## src/rtl/fifo_pkg.sv

```systemverilog
// Shared defaults and word type for the I2C/UART bridge byte FIFO.
package fifo_pkg;
    localparam int FIFO_WIDTH = 8;
    localparam int FIFO_DEPTH = 16;

    typedef logic [FIFO_WIDTH-1:0] word_t;
endpackage

```

## src/rtl/fifo_mem.sv

```systemverilog
// FIFO storage: register array with a synchronous write port and a registered read port.
module fifo_mem
    import fifo_pkg::*;
#(
    parameter int WIDTH  = FIFO_WIDTH,
    parameter int DEPTH  = FIFO_DEPTH,
    parameter int ADDR_W = $clog2(DEPTH)
) (
    input  logic              clk,
    input  logic              rst,
    input  logic              wr_en_i,
    input  logic [ADDR_W-1:0] wr_addr_i,
    input  logic [WIDTH-1:0]  wr_data_i,
    input  logic              rd_en_i,
    input  logic [ADDR_W-1:0] rd_addr_i,
    output logic [WIDTH-1:0]  rd_data_o
);
    logic [WIDTH-1:0] mem_q [DEPTH];
    logic [WIDTH-1:0] rd_data_q;

    // Contents are deliberately left uncleared by reset.
    always_ff @(posedge clk) begin
        if (wr_en_i) begin
            mem_q[wr_addr_i] <= wr_data_i;
        end
    end

    // Reads the pre-edge contents, so a same-cycle write to the read slot is not bypassed.
    always_ff @(posedge clk or posedge rst) begin
        if (rst) begin
            rd_data_q <= '0;
        end else if (rd_en_i) begin
            rd_data_q <= mem_q[rd_addr_i];
        end
    end

    assign rd_data_o = rd_data_q;
endmodule

```

## src/rtl/fifo.sv

```systemverilog
// Single-clock byte FIFO between the I2C and UART sides; pointers, occupancy and error flags.
module fifo
    import fifo_pkg::*;
#(
    parameter int WIDTH = FIFO_WIDTH,
    parameter int DEPTH = FIFO_DEPTH
) (
    input  logic             clk,
    input  logic             reset,
    input  logic [WIDTH-1:0] data_in,
    input  logic             en_write,
    input  logic             en_read,
    output logic [WIDTH-1:0] data_out,
    output logic             overflow,
    output logic             underflow
);
    localparam int ADDR_W = $clog2(DEPTH);

    logic [ADDR_W-1:0] wr_ptr_q, wr_ptr_d;
    logic [ADDR_W-1:0] rd_ptr_q, rd_ptr_d;
    logic [ADDR_W:0]   count_q, count_d;
    logic              ovf_q, ovf_d;
    logic              udf_q, udf_d;
    logic              full, empty, wr_acc, rd_acc;

    assign full  = (count_q == (ADDR_W+1)'(DEPTH));
    assign empty = (count_q == '0);

    // When full, a same-cycle read frees the slot the write lands in.
    assign rd_acc = en_read & ~empty;
    assign wr_acc = en_write & (~full | rd_acc);

    always_comb begin
        wr_ptr_d = wr_ptr_q;
        rd_ptr_d = rd_ptr_q;
        count_d  = count_q;
        if (wr_acc) begin
            wr_ptr_d = wr_ptr_q + ADDR_W'(1);
        end
        if (rd_acc) begin
            rd_ptr_d = rd_ptr_q + ADDR_W'(1);
        end
        case ({wr_acc, rd_acc})
            2'b10:   count_d = count_q + (ADDR_W+1)'(1);
            2'b01:   count_d = count_q - (ADDR_W+1)'(1);
            default: count_d = count_q;
        endcase
        ovf_d = en_write & full & ~en_read;
        udf_d = en_read & empty;
    end

    always_ff @(posedge clk or posedge reset) begin
        if (reset) begin
            wr_ptr_q <= '0;
            rd_ptr_q <= '0;
            count_q  <= '0;
            ovf_q    <= 1'b0;
            udf_q    <= 1'b0;
        end else begin
            wr_ptr_q <= wr_ptr_d;
            rd_ptr_q <= rd_ptr_d;
            count_q  <= count_d;
            ovf_q    <= ovf_d;
            udf_q    <= udf_d;
        end
    end

    fifo_mem #(
        .WIDTH (WIDTH),
        .DEPTH (DEPTH),
        .ADDR_W(ADDR_W)
    ) u_mem (
        .clk      (clk),
        .rst      (reset),
        .wr_en_i  (wr_acc),
        .wr_addr_i(wr_ptr_q),
        .wr_data_i(data_in),
        .rd_en_i  (rd_acc),
        .rd_addr_i(rd_ptr_q),
        .rd_data_o(data_out)
    );

    assign overflow  = ovf_q;
    assign underflow = udf_q;
endmodule

```

## config.mk

```make
export PLATFORM = sky130hd
export DESIGN_NAME = fifo
export DESIGN_NICKNAME = d
export VERILOG_FILES = /design/src/rtl/fifo_pkg.sv /design/src/rtl/fifo_mem.sv /design/src/rtl/fifo.sv
export SDC_FILE = /design/constraint.sdc
export NUM_CORES = 1
export LEC_CHECK = 0
export BUFFER_PORTS_ARGS = -buffer_cell sky130_fd_sc_hd__clkbuf_2
export CORE_UTILIZATION = 40
export DETAILED_ROUTE_END_ITERATION = 10
export PLACE_DENSITY_LB_ADDON = 0.3
export SYNTH_ARGS = -nofsm -noshare
export SYNTH_HDL_FRONTEND = slang
export SYNTH_HIERARCHICAL = 1
export SYNTH_SLANG_ARGS = --single-unit
```

## constraint.sdc

```tcl
create_clock -name clk -period 2.37 [get_ports clk]
set_clock_uncertainty 0.15 [all_clocks]
set_input_delay 0.474 -clock clk [delete_from_list [all_inputs] [get_ports clk]]
set_output_delay 0.474 -clock clk [all_outputs]
set_load 0.03 [all_outputs]
```

==> metrics.md <==
| Metric | Value |
|---|---|
| Status | `completed` |
| Worst reg-to-reg setup slack | `0.08 ns` |
| PortBufs | `21` |
| DR top layer | `met4` |
| Max VDD drop | `0.000668 V` |
| Post-synthesis xor/xnor area fraction | `0.997%` |
| Metal2 WL | `5710 um` |
| Initial antenna violation count | `0` |
| Logic pwr share | `30.2%` |
| Origin of the critical flop-to-flop path | `count_q[2]$_DFFE_PP0P_` |
| Core box area | `14,800 um^2` |
| Detailed-route wire length | `11,900 um` |
| Largest family of logic cells by synthesized area | `multiplexers` |
| Adder and majority gate portion of the synthesized area | `0.610%` |
| Post-layout util | `49.1%` |
| DR vias | `3,111` |
| Worst hold margin | `0.325 ns` |
| Clk buf depth | `2` |
| Critical Path Start Type | `flip-flop` |
| # fillers | `1,217` |
| DRC Markers | `0` |
| Final hold viol count | `0` |
| Post-route met1 wirelength | `5440 um` |
| Final setup viols | `0` |
| Post-synth EDFFs | `128` |
| Maxcap violations | `0` |
| Reg2reg end | `u_mem/mem_q[0][2]$_DFFE_PP_` |
| Setup CP Type | `reg2reg` |
| Slew Viols, Final | `0` |
| Global-route wire length before repair | `18,300 um` |
| #FFs+latches synth | `151` |
| Root Buffer | `clkbuf_16` |
| Routed wire per std cell | `20.9 um` |
| Reg clk slew, reported paths | `0.06 ns` |
| Post-synthesis cell area | `6150 um^2` |
| Switching Share | `30.4%` |
| Synthesized net count | `333` |
| Place WS | `-0.0592 ns` |
| Congestion Overflow GR | `0` |
| WP data required | `2.27 ns` |
| HP Class | `in2reg` |
| CP Capture Type | `flip-flop` |
| RSZ-0062 raised after global routing | `false` |
| CP Capture Point | `u_mem/mem_q[0][2]$_DFFE_PP_` |
| CTS tree | `built` |
| Post-synth top area cell | `edfxtp_1` |
| Vias in the first global route | `3,127` |
| Total die area | `15,900 um^2` |
| Post-synthesis simple-gate area fraction | `5.23%` |
| Clock Latency Late Sink | `0.41 ns` |
| Static Leak | `2.52 nW` |
| I/O pins | `22` |
| Layout net count | `387` |
| Remaining antenna violation count after routing | `0` |
| First drt pass iteration count | `4` |
| Slew headroom | `46.2%` |
| Slew @ Worst Pin | `0.802 ns` |
| Most numerous cell in the Yosys netlist | `edfxtp_1` |
| Tot GR Track Use | `16.3%` |
| Final min period | `2.29 ns` |
| Reg2reg path depth | `4` |
| Synth-to-layout area growth | `17.8%` |
| FFs w/ async S/R, synth | `15.2%` |
| Die X | `126 um` |
| Largest net degree at the start of global routing | `25` |
| Yosys cell types | `44` |
| Post-synthesis cell count | `318` |
| Routability Congestion | `0.851` |
| Critical Path Fanout Max | `8` |
| Clock power share | `29.0%` |
| # diodes | `0` |
| Sw Pwr | `2.70 mW` |
| Sequential fraction of the synthesis area | `71.8%` |
| Final total power | `8.88 mW` |
| Post-DP HPWL | `7730 um` |
| CTS buffer count | `17` |
| Power density over the cells | `1220 nW/um^2` |
| Share of cells above drive strength 1 | `35.8%` |
| Commonest cells in the netlist | `edfxtp_1 (128), mux4_2 (26), dfrtp_1 (23)` |
| Synthesis Warnings | `6` |
| Row Count | `44` |
| Pint | `6.18 mW` |
| Flop pwr share | `40.8%` |
| Complex-gate fraction of the synthesized area | `4.35%` |
| Initial Utilization | `41.7%` |
| DR iter-0 viols | `275` |
| Main synth FF type | `edfxtp_1` |
| Fin crit share | `96.7%` |
| Worst Path Arrival | `2.19 ns` |
| Post-synthesis mux area share | `14.0%` |
| Fmax | `436 MHz` |
| Met3 wire length | `558 um` |
| Post-synth top area share | `62.5%` |
| Die Y | `126 um` |
| Num Clock Sinks | `151` |
| Worst Setup SP | `count_q[2]$_DFFE_PP0P_` |
| Largest cells by area after synthesis | `edfxtp_1 (62%), mux4_2 (9.5%), dfrtp_1 (9.4%)` |
| H-tree levels | `4` |
| Via-to-Cell Ratio | `5.47` |
| Syn Area/Cell | `19.3 um^2` |
| Setup ws final | `0.0780 ns` |
==> worst max-delay path, stage by stage (launching register included) <==
cell,delay (ns)
dfrtp_1,0.44
or4_4,0.17
o31a_4,0.18
or3b_2,0.56
nor3_4,0.42
==> registers in the layout, summed over array words and instances, names as in the netlist <==
name	count
u_mem/rd_data_o	8
count_q	5
wr_ptr_q	4
u_mem/mem_q	128
overflow	1
underflow	1
rd_ptr_q	4
==> layout by cell type, fill, tap and decap left out, types with 2 or more instances in the layout <==
| cell | instances |
|---|---|
| dfrtp_2 | 2 |
| edfxtp_1 | 128 |
| clkbuf_16 | 17 |
| nor3_1 | 4 |
| a21oi_1 | 5 |
| buf_4 | 25 |
| buf_12 | 3 |
| ha_1 | 3 |
| inv_1 | 4 |
| clkbuf_2 | 21 |
| a221oi_2 | 8 |
| buf_6 | 2 |
| clkinv_2 | 5 |
| nand2_1 | 12 |
| nand3_1 | 3 |
| mux2i_1 | 9 |
| xnor2_1 | 6 |
| nor2_2 | 5 |
| dfrtp_1 | 21 |
| clkbuf_1 | 3 |
| mux4_2 | 26 |
| nand3b_1 | 2 |
| mux4_1 | 6 |
| nand4_1 | 3 |
| bufinv_16 | 2 |
| o22ai_1 | 8 |
| clkbuf_8 | 3 |
| nor3_2 | 2 |
| nor2_1 | 16 |
| nand2b_1 | 6 |
==> power groups by stage <==
stage	Combinational [mW]	Sequential (mW)	Clock [mW]
2_1_floorplan	1.88	3.70	0
3_3_place_gp	2.61	3.64	0
3_5_place_dp	2.65	3.65	0
4_1_cts	2.67	3.61	2.64
5_1_grt	2.88	3.67	2.74
6_report	2.68	3.62	2.58
==> stage by stage <==
stage | setup TNS [ns] | cell area, um^2 | cells
floorplan | -0.0310 | 6170 | 318
global placement | -0.0883 | 6600 | 536
detailed placement | -0.796 | 6600 | 536
CTS | 0 | 7200 | 569
global route | 0 | 7250 | 569
finish | 0 | 7250 | 569
==> timing repair <==
item	CTS	global route
setup endpoints to repair	24	102
cloned	0	0
gates resized for setup	4	11
hold endpoints to repair	8	0
hold buffers	1	0
setup buffers	0	2
==> metal layers <==
metal	GRT usage [%]	vias up
li1	-	1397
met1	23.1	1600
met2	24.6	98
met3	3.57	16
met4	6.38	0
met5	0	-
==> worst min path at each step <==
stage | start | end | slack [ns] | cells after the start
final | en_read | underflow$_DFF_PP0_ | 0.33 | 3
after global routing | en_read | underflow$_DFF_PP0_ | 0.34 | 3
after CTS | en_read | underflow$_DFF_PP0_ | 0.32 | 3
after detailed placement | reset | u_mem/rd_data_o[2]$_DFFE_PP0P_ | 0.34 | 2
after global placement | reset | u_mem/rd_data_o[2]$_DFFE_PP0P_ | 0.34 | 2
after floorplan | reset | u_mem/rd_data_o[0]$_DFFE_PP0P_ | 0.14 | 1
==> kinds of logic after synthesis <==
family	count (synthesis)
adder cells (fa/ha/maj)	3
XOR/XNOR	7
buffers and inverters	22
AO/OA/AOI/OAI	28
AND/OR/NAND/NOR	64
flip-flops	151
multiplexers	43
==> layout make-up <==
| cell class | instances | area [um^2] | area share, % |
|---|---|---|---|
| sequential | 151 | 4420 | 61.0 |
| multi-input combinational | 145 | 1610 | 22.3 |
| clock buffer | 23 | 478 | 6.59 |
| timing repair buffer | 52 | 385 | 5.32 |
| tap | 184 | 230 | 3.18 |
| clock inverter | 9 | 101 | 1.40 |
| inverter | 5 | 18.8 | 0.259 |
Note: power is estimated with default switching activity, not from simulation.
